===== src/rtl/uart_tx_fifo.sv =====
// 16-deep byte FIFO feeding an 8N1 UART transmitter (LSB first, idle high).
// Define UART_TX_PARITY_EN to insert an even-parity bit between DATA and STOP.
module uart_tx_fifo #(
  parameter int CLKS_PER_BIT = 868,
  parameter int ADDR_W       = 4
) (
  input  logic       clk,
  input  logic       reset_n,
  input  logic       wr_en,
  input  logic [7:0] wr_data,
  output logic       full,
  output logic       empty,
  output logic       tx,
  output logic       tx_busy
);

  localparam int DEPTH = 2 ** ADDR_W;

`ifdef UART_TX_PARITY_EN
  typedef enum logic [2:0] {IDLE, START, DATA, PARITY, STOP} state_t;
`else
  typedef enum logic [1:0] {IDLE, START, DATA, STOP} state_t;
`endif

  logic [7:0]        mem [DEPTH];
  logic [ADDR_W-1:0] wr_ptr_reg, rd_ptr_reg;
  logic [ADDR_W:0]   count_reg, count_next;
  logic              full_reg, empty_reg;
  state_t            state_reg, state_next;
  logic [15:0]       baud_reg, baud_next;
  logic [2:0]        bit_reg, bit_next;
  logic [7:0]        sh_reg;
  logic              tx_reg, tx_next;
  logic              push, pop, shift, baud_done;
`ifdef UART_TX_PARITY_EN
  logic              par_reg;
`endif

  // A write while full is dropped regardless of a same-cycle pop.
  assign push      = wr_en & ~full_reg;
  assign baud_done = (baud_reg == 16'(CLKS_PER_BIT - 1));

  always_comb begin
    count_next = count_reg;
    case ({push, pop})
      2'b10:   count_next = count_reg + 1'b1;
      2'b01:   count_next = count_reg - 1'b1;
      default: count_next = count_reg;
    endcase
  end

  // Storage and shift register carry no reset so the array maps onto block RAM.
  always_ff @(posedge clk) begin
    if (push)
      mem[wr_ptr_reg] <= wr_data;
    if (pop) begin
      sh_reg <= mem[rd_ptr_reg];
`ifdef UART_TX_PARITY_EN
      par_reg <= ^mem[rd_ptr_reg];
`endif
    end else if (shift) begin
      sh_reg <= sh_reg >> 1;
    end
  end

  always_ff @(posedge clk or negedge reset_n) begin
    if (!reset_n) begin
      wr_ptr_reg <= '0;
      rd_ptr_reg <= '0;
      count_reg  <= '0;
      full_reg   <= 1'b0;
      empty_reg  <= 1'b1;
      state_reg  <= IDLE;
      baud_reg   <= '0;
      bit_reg    <= '0;
      tx_reg     <= 1'b1;
    end else begin
      if (push) wr_ptr_reg <= wr_ptr_reg + 1'b1;
      if (pop)  rd_ptr_reg <= rd_ptr_reg + 1'b1;
      count_reg <= count_next;
      full_reg  <= (count_next == (ADDR_W+1)'(DEPTH));
      empty_reg <= (count_next == '0);
      state_reg <= state_next;
      baud_reg  <= baud_next;
      bit_reg   <= bit_next;
      tx_reg    <= tx_next;
    end
  end

  // tx_next is the line level for the state being entered, keeping tx registered.
  always_comb begin
    state_next = state_reg;
    baud_next  = baud_reg + 16'd1;
    bit_next   = bit_reg;
    tx_next    = tx_reg;
    pop        = 1'b0;
    shift      = 1'b0;
    case (state_reg)
      IDLE: begin
        baud_next = '0;
        tx_next   = 1'b1;
        if (!empty_reg) begin
          pop        = 1'b1;
          state_next = START;
          tx_next    = 1'b0;
        end
      end
      START: begin
        tx_next = 1'b0;
        if (baud_done) begin
          state_next = DATA;
          baud_next  = '0;
          bit_next   = '0;
          tx_next    = sh_reg[0];
        end
      end
      DATA: begin
        tx_next = sh_reg[0];
        if (baud_done) begin
          baud_next = '0;
          shift     = 1'b1;
          bit_next  = bit_reg + 3'd1;
          if (bit_reg == 3'd7) begin
`ifdef UART_TX_PARITY_EN
            state_next = PARITY;
            tx_next    = par_reg;
`else
            state_next = STOP;
            tx_next    = 1'b1;
`endif
          end else begin
            tx_next = sh_reg[1];
          end
        end
      end
`ifdef UART_TX_PARITY_EN
      PARITY: begin
        tx_next = par_reg;
        if (baud_done) begin
          state_next = STOP;
          baud_next  = '0;
          tx_next    = 1'b1;
        end
      end
`endif
      STOP: begin
        tx_next = 1'b1;
        if (baud_done) begin
          state_next = IDLE;
          baud_next  = '0;
        end
      end
      default: begin
        state_next = IDLE;
        baud_next  = '0;
        tx_next    = 1'b1;
      end
    endcase
  end

  assign tx      = tx_reg;
  assign tx_busy = (state_reg != IDLE);
  assign full    = full_reg;
  assign empty   = empty_reg;

endmodule


===== config.mk =====
export PLATFORM = sky130hd
export DESIGN_NAME = uart_tx_fifo
export DESIGN_NICKNAME = d
export VERILOG_FILES = /design/src/rtl/uart_tx_fifo.sv
export SDC_FILE = /design/constraint.sdc
export NUM_CORES = 1
export LEC_CHECK = 0
export ABC_CLOCK_PERIOD_IN_PS = 8200
export CORE_UTILIZATION = 50
export DETAILED_ROUTE_END_ITERATION = 6
export GPL_TIMING_DRIVEN = 0
export HOLD_SLACK_MARGIN = 0.08
export PLACE_DENSITY = 0.66
export SLEW_MARGIN = 30
export SYNTH_ARGS = -nofsm -noshare
export SYNTH_HDL_FRONTEND = slang
export SYNTH_SLANG_ARGS = --single-unit

===== constraint.sdc =====
create_clock -name clk -period 8.2 [get_ports clk]
set_clock_uncertainty 0.05 [all_clocks]
set_input_delay 1.23 -clock clk [delete_from_list [all_inputs] [get_ports clk]]
set_output_delay 1.23 -clock clk [all_outputs]
set_load 0.02 [all_outputs]

==> metrics <==
outcome finished, final reports clean; launch point of the worst reg-to-reg path state_reg[0]; worst slack, placed 4.28 ns; Peak VDD IR 0.182 mV; DR vias 3828; P_int 0.00194 W; Total Power 0.00287 W; n_diodes 0; FF+latch area 5010 µm²; Flop pwr share 40.9%; clock sink total 173; die footprint 15200 µm²; DR pass1 iterations 5; RSZ-0062 raised after global routing false; Worst-path clk slew 0.08 ns; # Post-CTS Setup Buffers 0; LEAKAGE 2.92 nW; final setup fails 0; largest net degree at the start of global routing 29; CP peak stage delay 0.67 ns; Multi-input gate area 2210 µm²; Final Hold Fails 0; root buf cell clkbuf_16; Hold Path Origin baud_reg[0]; Final TNS setup 0 ns; number of buffers created by CTS 17; core area 14100 µm²; slowest CP cell or4b_2; drt total wl 13300 µm; Die X 123 µm; Final period util 43.0%; GRT Util Overall 20.0%; worst min path class reg -> reg; Mapped Area 7360 µm²; Area Overhead vs Synth 12.9%; Period minus WS final 3.53 ns; Synth warnings 0; most frequent cells in the layout edfxtp_1 (136), dfrtp_1 (35), mux4_2 (33); layout cells sized above 1 18.6%; number of flops mapped to enable cells by yosys 136; commonest non-fill, non-tap cell in the layout edfxtp_1; Final WS setup 4.67 ns; Clock Tree Buf Depth 2; Top Family by Delay on Critical Path simple AND/OR/NAND/NOR gates; Initial Utilization 52.2%; Clock power frac 26.9%; switching portion of total power 32.4%; vias in the first global route 3969; CP startpoint kind primary input; worst-skew pair later-pin latency 0.43 ns; Main synth FF type edfxtp_1; most used cell, CP nor3b_1; ys async rst share 21.4%; number of placed I/O pins 15; wire length per cell 20.0 µm; Filler cells 1076; post-CTS sizing 0; Nets 502; max reg flops 128; H-Tree Level Count 4; element type at the critical path end register; Critical path buffers and inverters 3; Post-CTS Hold Buffers 0; CTS tree yes; Distinct cells, synth 56; CP Class in -> reg; average cell area after synthesis 16.7 µm²; row count 43; FMAX 0.283 GHz; initial antenna violation count 0; Routability Congestion 0.823; Gate power share 32.2%; Syn Inst Count 441; MaxCap Viol Count 0; die height 123 µm; Starting DRT DRC Count 294; post-detail-place hpwl 8890 µm; post-synth net total 468; DRC 0; Pwr Density 345 nW/µm²; Routed Antenna Nets 0; Req. time, crit path 8.50 ns; number of synthesized register bits 173; Critical Path Start wr_en; PortBufs 14; CP Max Fanout 10; sequential area share after synthesis 68.1%; Cell Chain, Critical Path clkdlybuf4s50_1 > nor2b_1 > clkinv_1 > ha_1 > clkbuf_1 > or4b_2 > a21oi_1 > nor3b_1 > nor3b_1; max-slew violation count 0; first-pass GRT wire length 21700 µm; CP arrival 3.83 ns; DR vias/cell 5.73; grt ovf 0; P_sw 0.000928 W; Slew headroom 48.2%; Slew @ Worst Pin 0.769 ns
## power by group through the flow
stage                     combinational [W]  clock (W)  sequential, W
after CTS                          0.000938   0.000783        0.00117
after global routing                0.00103   0.000817        0.00119
after floorplan                    0.000699          0        0.00118
final                              0.000923   0.000770        0.00117
after global placement             0.000911          0        0.00119
after detailed placement           0.000935          0        0.00119
## metrics by stage
step	area (µm²)	std cells	hold WS, ns	util [%]
3_5_place_dp	7740	636	0.426	54.9
4_1_cts	8310	668	0.435	58.9
5_1_grt	8310	668	0.459	58.9
6_report	8310	668	0.430	58.9
3_3_place_gp	7720	635	0.420	54.8
2_1_floorplan	7360	441	0.401	-
## layer usage
layer / vias up / global-route usage, % / wire (µm)
met5: - / 0 / 0
met3: 4 / 4.24 / 633
met4: 0 / 7.68 / 73
li1: 1784 / - / -
met2: 78 / 32.7 / 6850
met1: 1962 / 26.5 / 5780
## synth_stat cells, types with 2 or more instances
cell,instances,area (µm²)
nand2_1,17,63.8
o21ai_1,2,10.0
a221o_1,7,70.1
nor3_1,10,50.1
a22o_1,3,26.3
o211ai_1,2,15.0
mux4_2,33,743
dfrtp_1,35,876
nor4_1,2,12.5
inv_1,13,48.8
nor3b_1,3,22.5
clkbuf_1,13,48.8
mux2i_1,8,80.1
xor2_1,8,70.1
ha_1,16,200
dfstp_2,2,52.6
a221oi_1,2,17.5
buf_1,3,11.3
xnor2_1,14,123
nand3_1,8,40.0
edfxtp_1,136,4080
buf_2,5,25.0
and2_1,20,125
o21ai_0,4,20.0
nor2_1,21,78.8
and3_1,4,25.0
nor2b_1,3,18.8
mux2_2,8,90.1
nand4_1,6,37.5
a21oi_1,7,35.0
## cells by family (layout without fill, tap and decap cells)
family | count (synthesis) | count (layout) | synth area share (%)
buf+inv | 35 | 82 | 1.87
fa+ha+maj | 16 | 16 | 2.72
compound gates | 36 | 36 | 3.74
flops | 173 | 173 | 68.1
mux | 50 | 50 | 12.6
simple gates | 109 | 109 | 8.30
xor+xnor | 22 | 22 | 2.62
## path summary, 6_finish.rpt
| path | to | slack, ns | cells after the start |
|---|---|---|---|
| setup / recovery | full | 4.67 | 9 |
| hold / removal | baud_reg[0] | 0.43 | 1 |
| setup reg to reg | full | 4.96 | 12 |
| hold reg to reg | baud_reg[0] | 0.43 | 1 |
| max in group asynchronous | tx | 6.97 | 2 |
| min in group asynchronous | baud_reg[0] | 0.62 | 1 |
## cell type report
type,count,share of cell area [%]
inverters,14,0.633
flip-flops and latches,173,60.3
well taps,180,2.71
clock buffers,18,5.17
repair buffers,15,1.87
plain buffers,21,1.02
clock inverters,14,1.69
multi-input cells,233,26.6
Note: power is estimated with default switching activity, not from simulation.
==> edit: new RTL, same flow settings <==
The parameter `ADDR_W` goes from 4 to 5.
--- a/src/rtl/uart_tx_fifo.sv
+++ b/src/rtl/uart_tx_fifo.sv
@@ -2,7 +2,7 @@
 // Define UART_TX_PARITY_EN to insert an even-parity bit between DATA and STOP.
 module uart_tx_fifo #(
   parameter int CLKS_PER_BIT = 868,
-  parameter int ADDR_W       = 4
+  parameter int ADDR_W       = 5
 ) (
   input  logic       clk,
   input  logic       reset_n,
Formal check against the unedited RTL: no difference found for any inputs over 10 cycles, from zero or initial values and one cycle with reset_n low; that may be too few to reach the edited logic, so the function may still have changed.
==> edit against the unedited design <==
- count of clock-buffer cells in the layout grew 18
- design area grew 69%
- routed wire length grew 97%
- critical path type unchanged
- power grew 71%
- non-clock buffer count grew 12
- area after synthesis grew 69%
- sequential cell count grew 131
- worst setup slack gained 0.068 ns
==> edit: results (changes against the unedited design) <==
<table>
<tr><th>Metric</th><th>Value</th></tr>
<tr><th colspan="2">Final layout</th></tr>
<tr><td>Flip-flop count of the largest register, all copies and words added</td><td>256 (+100%)</td></tr>
<tr><td>Layout clock area frac</td><td>0.0801 (+0.0116)</td></tr>
<tr><td>Sequential cells</td><td>304 (+76%)</td></tr>
<tr><td>Layout buffer count excluding clock buffers</td><td>48 (+33%)</td></tr>
<tr><td>#MultiIn Comb</td><td>344 (+48%)</td></tr>
<tr><td>Final-layout clock buffer total</td><td>36 (+18)</td></tr>
<tr><td>Data buffer area share</td><td>0.0213 (-0.00765)</td></tr>
<tr><td>Register Area</td><td>0.00893 mm2 (+78%)</td></tr>
<tr><td>Number of fillers in the final layout</td><td>1806 (+68%)</td></tr>
<tr><td>Non-clock inverter count in the final layout</td><td>17 (+3)</td></tr>
<tr><th colspan="2">Clock network</th></tr>
<tr><td>Clk slew on worst S/H paths</td><td>0.06 ns (-0.02 ns)</td></tr>
<tr><td>CTS H-Tree Depth</td><td>1 (-3)</td></tr>
<tr><td>Clock insertion delay at the later pin of the skew report</td><td>0.55 ns (+0.12 ns)</td></tr>
<tr><td>Max Root-Sink Buffers</td><td>3 (+1)</td></tr>
<tr><td>Number of buffers added by the clock tree synthesis step</td><td>31 (+14)</td></tr>
<tr><th colspan="2">Placement</th></tr>
<tr><td>Area post-placement</td><td>0.0129 mm2 (+67%)</td></tr>
<tr><td>Placed cells</td><td>1037 (+63%)</td></tr>
<tr><td>Setup slack after placement</td><td>4.20 ns (-0.0857 ns)</td></tr>
<tr><th colspan="2">Logic synthesis</th></tr>
<tr><td>Proportion of register bits with asynchronous set or reset after synthesis</td><td>0.132 (-0.0823)</td></tr>
<tr><td>Avg Synthesized Cell Area</td><td>17.8 um2 (+6.5%)</td></tr>
<tr><td>Share of the yosys chip area belonging to registers</td><td>0.720 (+0.0388)</td></tr>
<tr><td>Number of enable-type register cells in the synthesized netlist</td><td>264 (+94%)</td></tr>
<tr><td>Post-synthesis cell type count</td><td>58 (+3.6%)</td></tr>
<tr><td>Most area-consuming cells after synthesis</td><td>edfxtp_1 (64%), mux4_2 (12%), dfrtp_1 (7.7%)</td></tr>
<tr><th colspan="2">Timing</th></tr>
<tr><td>Worst slew slack as a fraction of its limit</td><td>0.429 (-0.0529)</td></tr>
<tr><th colspan="2">Critical path</th></tr>
<tr><td>CP max stage delay</td><td>0.52 ns (-0.15 ns)</td></tr>
<tr><td>Biggest fanout along the worst timing path</td><td>7 (-3)</td></tr>
<tr><td>Slowest cell on crit path</td><td>o311ai_0</td></tr>
<tr><th colspan="2">Drt</th></tr>
<tr><td>Met2 Wirelength</td><td>12800 um (+86%)</td></tr>
<tr><td>Total Routed Length</td><td>26200 um (+97%)</td></tr>
<tr><td>Number of DRC markers after the initial detailed-route iteration</td><td>617 (+110%)</td></tr>
<tr><th colspan="2">Outcome</th></tr>
<tr><td>Status</td><td>completed</td></tr>
<tr><th colspan="2">Global route</th></tr>
<tr><td>First-pass GRT wire length</td><td>40300 um (+86%)</td></tr>
</table>
-- edit: changes by cell type after synthesis, sizes merged, moves of 9 or more --
cell / delta
and2: -19
buf: +9
edfxtp: +128
mux4: +33
nand2: +13
nor2: +41
o21ai: +14
o22ai: +29
-- edit: worst max-delay path, delay by kind of cell --
kind                       cells  cell delay (ns)
xor gates and xnor gates       1             0.16
AOI/OAI and AO/OA              2             0.90
buffers and inverters          2             0.58
adders and majority gates      1             0.23
and+or+nand+nor                5             0.71
-- edit: cell families (layout without fill, tap and decap cells) --
| kind of cell | count (synthesis) | in the layout | synth area share |
|---|---|---|---|
| fa+ha+maj | 15 | 15 | 0.0151 |
| xor+xnor | 22 | 22 | 0.0155 |
| flops | 304 | 304 | 0.720 |
| buf+inv | 50 | 123 | 0.0194 |
| mux | 70 | 70 | 0.124 |
| compound gates | 78 | 78 | 0.0407 |
| simple gates | 159 | 159 | 0.0650 |
-- edit: path summary, 6_finish.rpt --
path	startpoint	end	slack [ns]	depth (start not counted)
min reg2reg	baud_reg[0]	baud_reg[0]	0.44	1
max in group asynchronous	reset_n	baud_reg[1]	7.02	2
max	wr_en	full	4.74	11
max reg2reg	state_reg[0]	full	5.08	13
min in group asynchronous	reset_n	rd_ptr_reg[1]	0.60	1
min	baud_reg[0]	baud_reg[0]	0.44	1
-- edit: power groups by stage --
stage / Sequential [mW] / Combinational, mW / Clock (mW)
after floorplan: 1.95 / 1.01 / 0
after global placement: 1.96 / 1.36 / 0
after detailed placement: 1.97 / 1.41 / 0
after CTS: 1.94 / 1.42 / 1.56
after global routing: 1.96 / 1.52 / 1.61
final: 1.94 / 1.41 / 1.54
-- edit: per-layer routing --
layer,global-route usage,vias to the layer above
li1,-,2886
met1,0.299,3397
met2,0.349,248
met3,0.0315,49
met4,0.0616,0
met5,0,-
